## config.mk

```make
export PLATFORM = sky130hd
export DESIGN_NAME = mac_frame_streamer
export DESIGN_NICKNAME = d
export VERILOG_FILES = /design/src/rtl/mac_gen_pkg.sv /design/src/rtl/mac_crc32_multi.sv /design/src/rtl/mac_frame_streamer.sv
export SDC_FILE = /design/constraint.sdc
export NUM_CORES = 2
export LEC_CHECK = 0
export ABC_CLOCK_PERIOD_IN_PS = 20100
export BUFFER_PORTS_ARGS = -buffer_cell sky130_fd_sc_hd__buf_4
export CORE_MARGIN = 2
export CORE_UTILIZATION = 55
export CTS_BUF_LIST = sky130_fd_sc_hd__clkbuf_16
export DETAILED_ROUTE_END_ITERATION = 6
export PLACE_DENSITY = 0.8
export SYNTH_ARGS = -nofsm -noshare
export SYNTH_HDL_FRONTEND = slang
export SYNTH_SLANG_ARGS = --single-unit
export TNS_END_PERCENT = 100
```

## constraint.sdc

```tcl
create_clock -name clk -period 20.1 [get_ports clk]
set_input_delay 1.005 -clock clk [delete_from_list [all_inputs] [get_ports clk]]
set_output_delay 1.005 -clock clk [all_outputs]
set_load 0.03 [all_outputs]
```

## src/rtl/mac_gen_pkg.sv

```systemverilog
// Shared constants, enums and byte-level helper functions for the Ethernet
// frame generator.
package mac_gen_pkg;

  localparam logic [7:0]  PREAMBLE_BYTE  = 8'h55;
  localparam logic [7:0]  SFD_BYTE       = 8'hD5;
  localparam int          PREAMBLE_BYTES = 7;
  localparam int          DA_OFFSET      = 8;   // first destination byte (after SFD)
  localparam int          HDR_BYTES      = 22;  // preamble+SFD+DA+SA+length
  localparam int          MIN_PAYLOAD    = 46;
  localparam int          FCS_BYTES      = 4;
  localparam logic [31:0] CRC_POLY       = 32'hEDB88320;
  localparam logic [31:0] CRC_INIT       = 32'hFFFF_FFFF;
  localparam logic [7:0]  PRBS_DEFAULT   = 8'hFF;

  typedef enum logic [1:0] {
    MODE_FIXED = 2'd0,
    MODE_INCR  = 2'd1,
    MODE_PRBS  = 2'd2,
    MODE_RSVD  = 2'd3   // behaves as MODE_FIXED
  } mode_e;

  typedef enum logic [1:0] {
    ST_IDLE  = 2'd0,
    ST_FRAME = 2'd1,
    ST_IFG   = 2'd2
  } state_e;

  // Reflected CRC-32 update by one byte, LSB first.
  function automatic logic [31:0] crc32_byte(input logic [31:0] crc,
                                             input logic [7:0]  data);
    logic [31:0] c;
    c = crc ^ {24'h0, data};
    for (int b = 0; b < 8; b++) begin
      c = c[0] ? ((c >> 1) ^ CRC_POLY) : (c >> 1);
    end
    return c;
  endfunction

  // PRBS8 state after eight shifts; the result is also the emitted byte.
  function automatic logic [7:0] prbs8_byte(input logic [7:0] s);
    logic [7:0] v;
    v = s;
    for (int b = 0; b < 8; b++) begin
      v = {v[6:0], v[7] ^ v[5] ^ v[4] ^ v[3]};
    end
    return v;
  endfunction

endpackage

```

## src/rtl/mac_crc32_multi.sv

```systemverilog
// Combinational CRC-32 update over up to DATA_BYTES lanes; only lanes whose
// enable bit is set are folded in, in wire order (lane 0 first).
module mac_crc32_multi
  import mac_gen_pkg::*;
#(
  parameter int DATA_BYTES = 8
) (
  input  logic [31:0]             crc_in,
  input  logic [8*DATA_BYTES-1:0] data,
  input  logic [DATA_BYTES-1:0]   enable,
  output logic [31:0]             crc_out
);

  // Fold each enabled lane into the running CRC.
  always_comb begin
    // NOTE: every combinational output gets a default before any branch, so no path can infer a latch.
    crc_out = crc_in;
    for (int i = 0; i < DATA_BYTES; i++) begin
      if (enable[i]) begin
        crc_out = crc32_byte(crc_out, data[8*i +: 8]);
      end
    end
  end

endmodule

```

## src/rtl/mac_frame_streamer.sv

```systemverilog
// Streaming Ethernet frame generator: preamble/SFD, DA, SA, length, payload,
// zero pad and FCS emitted as a DATA_BYTES-wide valid/ready stream, followed
// by an enforced inter-frame gap. Lane content is a pure function of the byte
// index and the fields latched at start, so stalls never disturb the beat.
module mac_frame_streamer
  import mac_gen_pkg::*;
#(
  parameter int         DATA_BYTES           = 8,
  parameter int         PAYLOAD_MAX_SIZE     = 1500,
  parameter logic [7:0] PAYLOAD_CHAR_PATTERN = 8'h55,
  parameter int         MIN_IFG_CYCLES       = 3
) (
  input  logic                    clk,
  input  logic                    i_rst,
  input  logic                    i_start,
  input  logic [47:0]             i_dest_address,
  input  logic [47:0]             i_src_address,
  input  logic [15:0]             i_payload_length,
  input  logic [1:0]              i_mode,
  input  logic [7:0]              i_prbs_seed,
  input  logic                    i_prbs_reload,
  input  logic                    i_ready,
  output logic [8*DATA_BYTES-1:0] o_data,
  output logic [DATA_BYTES-1:0]   o_keep,
  output logic                    o_valid,
  output logic                    o_last,
  output logic                    o_busy,
  output logic                    o_done,
  output logic [31:0]             o_frame_count
);

  localparam int               IFG_W      = (MIN_IFG_CYCLES > 1) ? $clog2(MIN_IFG_CYCLES) : 1;
  localparam logic [IFG_W-1:0] IFG_LAST   = IFG_W'((MIN_IFG_CYCLES > 0) ? MIN_IFG_CYCLES - 1 : 0);
  localparam logic [15:0]      BEAT_BYTES = 16'(DATA_BYTES);
  localparam logic [15:0]      MAX_LEN    = 16'(PAYLOAD_MAX_SIZE);

  state_e                  state_q, state_d;
  logic [IFG_W-1:0]        ifg_q;
  logic [47:0]             dest_q, src_q;
  logic [15:0]             len_q;
  mode_e                   mode_q;
  logic [15:0]             byte_index;
  logic [31:0]             crc_q, crc_next;
  logic [7:0]              prbs_q, prbs_next;
  logic                    done_q;
  logic [31:0]             count_q;

  logic                    accept, fire, last_beat;
  logic [15:0]             pay_end, pad_end, total_len;
  logic [7:0]              hdr [32];
  logic [8*DATA_BYTES-1:0] raw_data, beat_data;
  logic [DATA_BYTES-1:0]   crc_en, fcs_lane, lane_keep;
  logic [1:0]              fcs_idx [DATA_BYTES];
  logic [31:0]             fcs;

  assign accept    = (state_q == ST_IDLE) && i_start;
  assign fire      = o_valid && i_ready;
  assign pay_end   = 16'(HDR_BYTES) + len_q;
  assign pad_end   = 16'(HDR_BYTES) + ((len_q > 16'(MIN_PAYLOAD)) ? len_q : 16'(MIN_PAYLOAD));
  assign total_len = pad_end + 16'(FCS_BYTES);
  assign last_beat = (byte_index + BEAT_BYTES) >= total_len;
  assign fcs       = ~crc_next;

  // FSM state register.
  always_ff @(posedge clk or posedge i_rst) begin
    // NOTE: sequential state uses non-blocking assignments so every flop samples pre-edge values.
    if (i_rst) state_q <= ST_IDLE;
    else       state_q <= state_d;
  end

  // FSM next-state: idle -> frame on start, frame -> gap after last beat.
  always_comb begin
    state_d = state_q;
    case (state_q)
      ST_IDLE:  if (i_start) state_d = ST_FRAME;
      ST_FRAME: if (fire && last_beat) state_d = (MIN_IFG_CYCLES == 0) ? ST_IDLE : ST_IFG;
      ST_IFG:   if (ifg_q == IFG_LAST) state_d = ST_IDLE;
      default:  state_d = ST_IDLE;
    endcase
  end

  // Inter-frame gap cycle counter, cleared outside the gap.
  always_ff @(posedge clk or posedge i_rst) begin
    if (i_rst)                   ifg_q <= '0;
    else if (state_q == ST_IFG)  ifg_q <= ifg_q + IFG_W'(1);
    else                         ifg_q <= '0;
  end

  // Latch frame fields on start; advance byte index and CRC per transfer.
  always_ff @(posedge clk or posedge i_rst) begin
    if (i_rst) begin
      dest_q     <= '0;
      src_q      <= '0;
      len_q      <= '0;
      mode_q     <= MODE_FIXED;
      byte_index <= '0;
      crc_q      <= CRC_INIT;
    end else if (accept) begin
      dest_q     <= i_dest_address;
      src_q      <= i_src_address;
      len_q      <= (i_payload_length > MAX_LEN) ? MAX_LEN : i_payload_length;
      mode_q     <= mode_e'(i_mode);
      byte_index <= '0;
      crc_q      <= CRC_INIT;
    end else if (fire) begin
      byte_index <= byte_index + BEAT_BYTES;
      crc_q      <= crc_next;
    end
  end

  // PRBS state: reload only while idle (seed 0 would lock up, so use FF);
  // otherwise advance by however many PRBS bytes the transferred beat used.
  always_ff @(posedge clk or posedge i_rst) begin
    if (i_rst) begin
      prbs_q <= PRBS_DEFAULT;
    end else if ((state_q == ST_IDLE) && i_prbs_reload) begin
      prbs_q <= (i_prbs_seed == 8'h00) ? PRBS_DEFAULT : i_prbs_seed;
    end else if (fire) begin
      prbs_q <= prbs_next;
    end
  end

  // Completion pulse and wrapping frame counter, one cycle after the last transfer.
  always_ff @(posedge clk or posedge i_rst) begin
    if (i_rst) begin
      done_q  <= 1'b0;
      count_q <= '0;
    end else begin
      done_q <= fire && last_beat;
      if (fire && last_beat) count_q <= count_q + 32'd1;
    end
  end

  // Fixed header bytes indexed by wire position (entries past 21 unused).
  always_comb begin
    for (int i = 0; i < 32; i++) hdr[i] = 8'h00;
    for (int i = 0; i < PREAMBLE_BYTES; i++) hdr[i] = PREAMBLE_BYTE;
    hdr[PREAMBLE_BYTES] = SFD_BYTE;
    for (int i = 0; i < 6; i++) begin
      hdr[DA_OFFSET + i]     = dest_q[8*(5-i) +: 8];
      hdr[DA_OFFSET + 6 + i] = src_q[8*(5-i) +: 8];
    end
    hdr[HDR_BYTES-2] = len_q[15:8];
    hdr[HDR_BYTES-1] = len_q[7:0];
  end

  // Per-lane content for the current beat (FCS lanes resolved later), plus
  // CRC coverage, FCS position and keep masks. The PRBS chain steps once per
  // payload lane so a beat may hold several consecutive PRBS bytes.
  always_comb begin
    logic [15:0] idx;
    logic [7:0]  chain;
    idx       = '0;
    chain     = prbs_q;
    raw_data  = '0;
    crc_en    = '0;
    fcs_lane  = '0;
    lane_keep = '0;
    for (int i = 0; i < DATA_BYTES; i++) begin
      fcs_idx[i] = 2'd0;
      idx = byte_index + 16'(i);
      if (idx < 16'(HDR_BYTES)) begin
        raw_data[8*i +: 8] = hdr[idx[4:0]];
      end else if (idx < pay_end) begin
        case (mode_q)
          MODE_INCR: raw_data[8*i +: 8] = 8'(idx - 16'(HDR_BYTES));
          MODE_PRBS: begin
            chain              = prbs8_byte(chain);
            raw_data[8*i +: 8] = chain;
          end
          default:   raw_data[8*i +: 8] = PAYLOAD_CHAR_PATTERN;
        endcase
      end
      crc_en[i]    = (idx >= 16'(DA_OFFSET)) && (idx < pad_end);
      fcs_lane[i]  = (idx >= pad_end) && (idx < total_len);
      fcs_idx[i]   = 2'(idx - pad_end);
      lane_keep[i] = idx < total_len;
    end
    prbs_next = chain;
  end

  mac_crc32_multi #(
    .DATA_BYTES (DATA_BYTES)
  ) u_crc (
    .crc_in  (crc_q),
    .data    (raw_data),
    .enable  (crc_en),
    .crc_out (crc_next)
  );

  // Splice FCS bytes (LSB first) into lanes following the CRC-covered ones.
  always_comb begin
    beat_data = raw_data;
    for (int i = 0; i < DATA_BYTES; i++) begin
      if (fcs_lane[i]) beat_data[8*i +: 8] = fcs[{fcs_idx[i], 3'b000} +: 8];
    end
  end

  assign o_valid       = (state_q == ST_FRAME);
  assign o_data        = o_valid ? beat_data : '0;
  assign o_keep        = o_valid ? lane_keep : '0;
  assign o_last        = o_valid && last_beat;
  assign o_busy        = (state_q != ST_IDLE);
  assign o_done        = done_q;
  assign o_frame_count = count_q;

endmodule

```

==> impl_metrics.py <==
metrics = {
    "yosys": {
        "synth.yosys.warnings": 0,
        "synth.distinct_cells": 117,
        "ys_async_sr_fraction_pct": 100,
        "dominantRegCellSynth": "dfrtp_1",
        "synth_seq_cells": 204,
        "synth_seq_area_share_pct": 16.0,
        "synth_largest_type_area_fraction_pct": 12.7,
        "yosys.area.top_type": "dfrtp_1",
        "synth_nets": 4191,
        "syn_inst": 3916,
        "synth_enable_flop_cells": 0,
        "post_synth.cell_area_avg_sq_um": 8.24,
        "synth_area_sq_um": 32300,
        "synth_top_cells_by_area": "dfrtp_1 (13%), xnor2_1 (11%), xnor3_1 (8.2%)",
    },
    "clocking": {
        "tritoncts_clock_tree": "built",
        "clock_tree.htree_level_count": 1,
        "cts_resized": 0,
        "cts-root-buf": "clkbuf_16",
        "cts-buffers-inserted": 25,
        "cts_setup_buffers": 0,
        "cts.path.max_buffers": 3,
        "cts_num_sinks": 204,
        "number_of_buffers_inserted_by_hold_repair_at_cts": 0,
        "clock_latency_ns": 0.60,
        "path_clk_slew_ns": 0.07,
    },
    "finish": {
        "final_core_utilization_pct": 61.5,
        "drive_above_1_share_pct": 14.5,
        "design.final.nets": 4296,
        "synthToLayoutAreaGrowth_pct": 10.2,
        "layout.cells.non_filler": 4811,
    },
    "floorplan": {
        "die_x_microns": 246,
        "core-area_sq_um": 57800,
        "ioPinCount": 235,
        "num_rows": 88,
        "die_area_sq_um": 60600,
        "initial_core_util_pct": 55.8,
        "die_h_microns": 246,
    },
    "place": {
        "place_hpwl_microns": 105000,
        "routabilityCongestion": 1.12,
        "place.port_buffers": 234,
        "numPlacedInstances": 4759,
    },
    "global_route": {
        "grtUsageMet2_pct": 63.3,
        "grt-busiest-layer": "met2",
        "grt_max_degree": 131,
        "groute.layer.met1.usage_pct": 56.3,
        "gr_ovfl_total": 0,
        "global_route.usage.total_pct": 42.8,
        "grt_pass1_wl_microns": 192000,
        "grtUsageMet3_pct": 11.0,
        "grt_pass1_vias": 29143,
        "grt_antenna_before_repair": 6,
    },
    "critical_path": {
        "critical_path_peak_fanout": 38,
        "startpoint_type": "flop",
        "worst-endpoint-arrival_ns": 17.71,
        "cp_common_cell": "xnor3_1",
        "critical-path-max-stage-delay_ns": 0.76,
        "critPathKind": "flop to primary output",
        "cp-end-kind": "primary output",
        "timing.critical_path.slowest_stage_cell": "or4_1",
        "timing.critical_path.required_ns": 19.09,
    },
    "sta": {
        "max_slew_violations": 0,
        "rsz_0062_raised_after_global_routing": "no",
        "timing.max_slew.rel_slack_pct": 6.04,
        "tmin_final_ns": 18.71,
        "final-hold-violation-count": 0,
        "tns_ns": 0,
        "worst_clock_skew_ns": 0.0317,
        "max_slew.worst_pin.slew_ns": 1.41,
        "achievable-frequency_ghz": 0.0534,
        "final_min_period_over_clock_period_pct": 93.1,
        "finalSetupViolCount": 0,
    },
    "job": {
        "maxCapViolCount": 0,
    },
    "drt": {
        "initialDrtViolationCount": 3752,
        "wl_per_cell_microns": 27.5,
        "route.vias.total": 31134,
        "drt-vias-per-instance": 6.47,
        "routed_wirelength_microns": 132000,
        "drt_pre_antenna_iters": 7,
        "route.detailed.drc": 0,
        "ant_nets": 0,
    },
    "min_path": {
        "holdCritPathClass": "flop to flop",
    },
    "status": {
        "status": "completed",
    },
}
final timing paths:
kind,from,slack (ns),cells after the start,endpoint
max,len_q[10]$_DFFE_PP0P_,1.39,48,o_data[24]
min,ifg_q[0]$_DFF_PP0_,0.43,1,ifg_q[0]$_DFF_PP0_
max reg2reg,len_q[10]$_DFFE_PP0P_,3.50,47,crc_q[18]$_DFFE_PP1P_
min reg2reg,ifg_q[0]$_DFF_PP0_,0.43,1,ifg_q[0]$_DFF_PP0_
max in group asynchronous,i_rst,17.92,3,src_q[43]$_DFFE_PP0P_
min in group asynchronous,i_rst,0.56,2,o_frame_count[13]$_DFFE_PP0P_
sequential cells by signal, indices dropped and copies added, names as in the netlist:
register and cells:
src_q 48, crc_q 32, dest_q 48, prbs_q 8, ifg_q 2, len_q 16
o_frame_count 32, byte_index 13, state_q 2, o_done 1, mode_q 2
area by class of cell:
| type | instances | area [sq um] |
|---|---|---|
| Tap cell | 765 | 957 |
| Timing Repair Buffer | 311 | 2330 |
| Antenna cell | 6 | 15.0 |
| Sequential cell | 204 | 5150 |
| Clock buffer | 26 | 651 |
| Clock inverter | 20 | 171 |
| Multi-Input combinational cell | 3411 | 26000 |
| Inverter | 68 | 263 |
| Fill cell | 5198 | 22200 |
worst max-delay path: cells and delay by family (launching register included):
kind | cells | cell delay [ns]
compound gates | 12 | 3.83
xor+xnor | 16 | 6.60
fa+ha+maj | 2 | 0.64
buf+inv | 4 | 1.47
flops | 1 | 0.57
mux | 2 | 0.67
simple gates | 12 | 3.25
cells in the final DEF, fill, tap and decap left out, types with 57 or more instances in the layout:
cell type and count:
nand2_1 580, xnor2_1 417, nor2_1 322, buf_4 311
a21oi_1 264, o21ai_0 238, xor2_1 201, dfrtp_1 164
ha_1 146, mux2i_1 129, xnor3_1 117, inv_1 72
nand3_1 57
metrics by stage:
stage / cell area [sq um] / worst slack (ns) / hold slack (ns)
final: 35600 / 1.39 / 0.433
after global routing: 35600 / 0.612 / 0.449
after global placement: 34700 / 2.84 / 0.413
after floorplan: 32300 / 5.15 / 0.403
after detailed placement: 34700 / 2.57 / 0.427
after CTS: 35500 / 1.87 / 0.435
cell families after synthesis:
logic type,count (synthesis),share of synthesized area [%]
and+or+nand+nor,1316,18.5
AOI/OAI and AO/OA,936,18.6
xor gates and xnor gates,827,31.1
buffers and inverters,301,3.65
DFF,204,16.0
muxes,181,6.41
adders and majority gates,149,5.82
other,2,0.0233
synth_stat cells (all sizes together), types with 32 or more instances:
library cell  instances
xnor3               121
o21a                 36
inv                  66
nand2b               41
and2                 49
a31oi                38
o21ai               265
xor3                 37
dfstp                40
clkbuf              195
xnor2               450
a21o                 42
nor2                331
buf                  38
and3                 34
nand2               584
mux2i               145
a22oi                34
a21oi               269
nor2b                45
xor2                219
ha                  146
nor3                 45
dfrtp               164
nand3                57
mux2                 32
metal layers:
layer	share of wire [%]	vias to the layer above
met1	39	14770
met3	12	451
met5	0.0083	-
met4	6.8	2
met2	42	1975
li1	-	13936
Power is not shown: default switching activity piles up to over one toggle a cycle in this logic, so the estimate is an artifact.
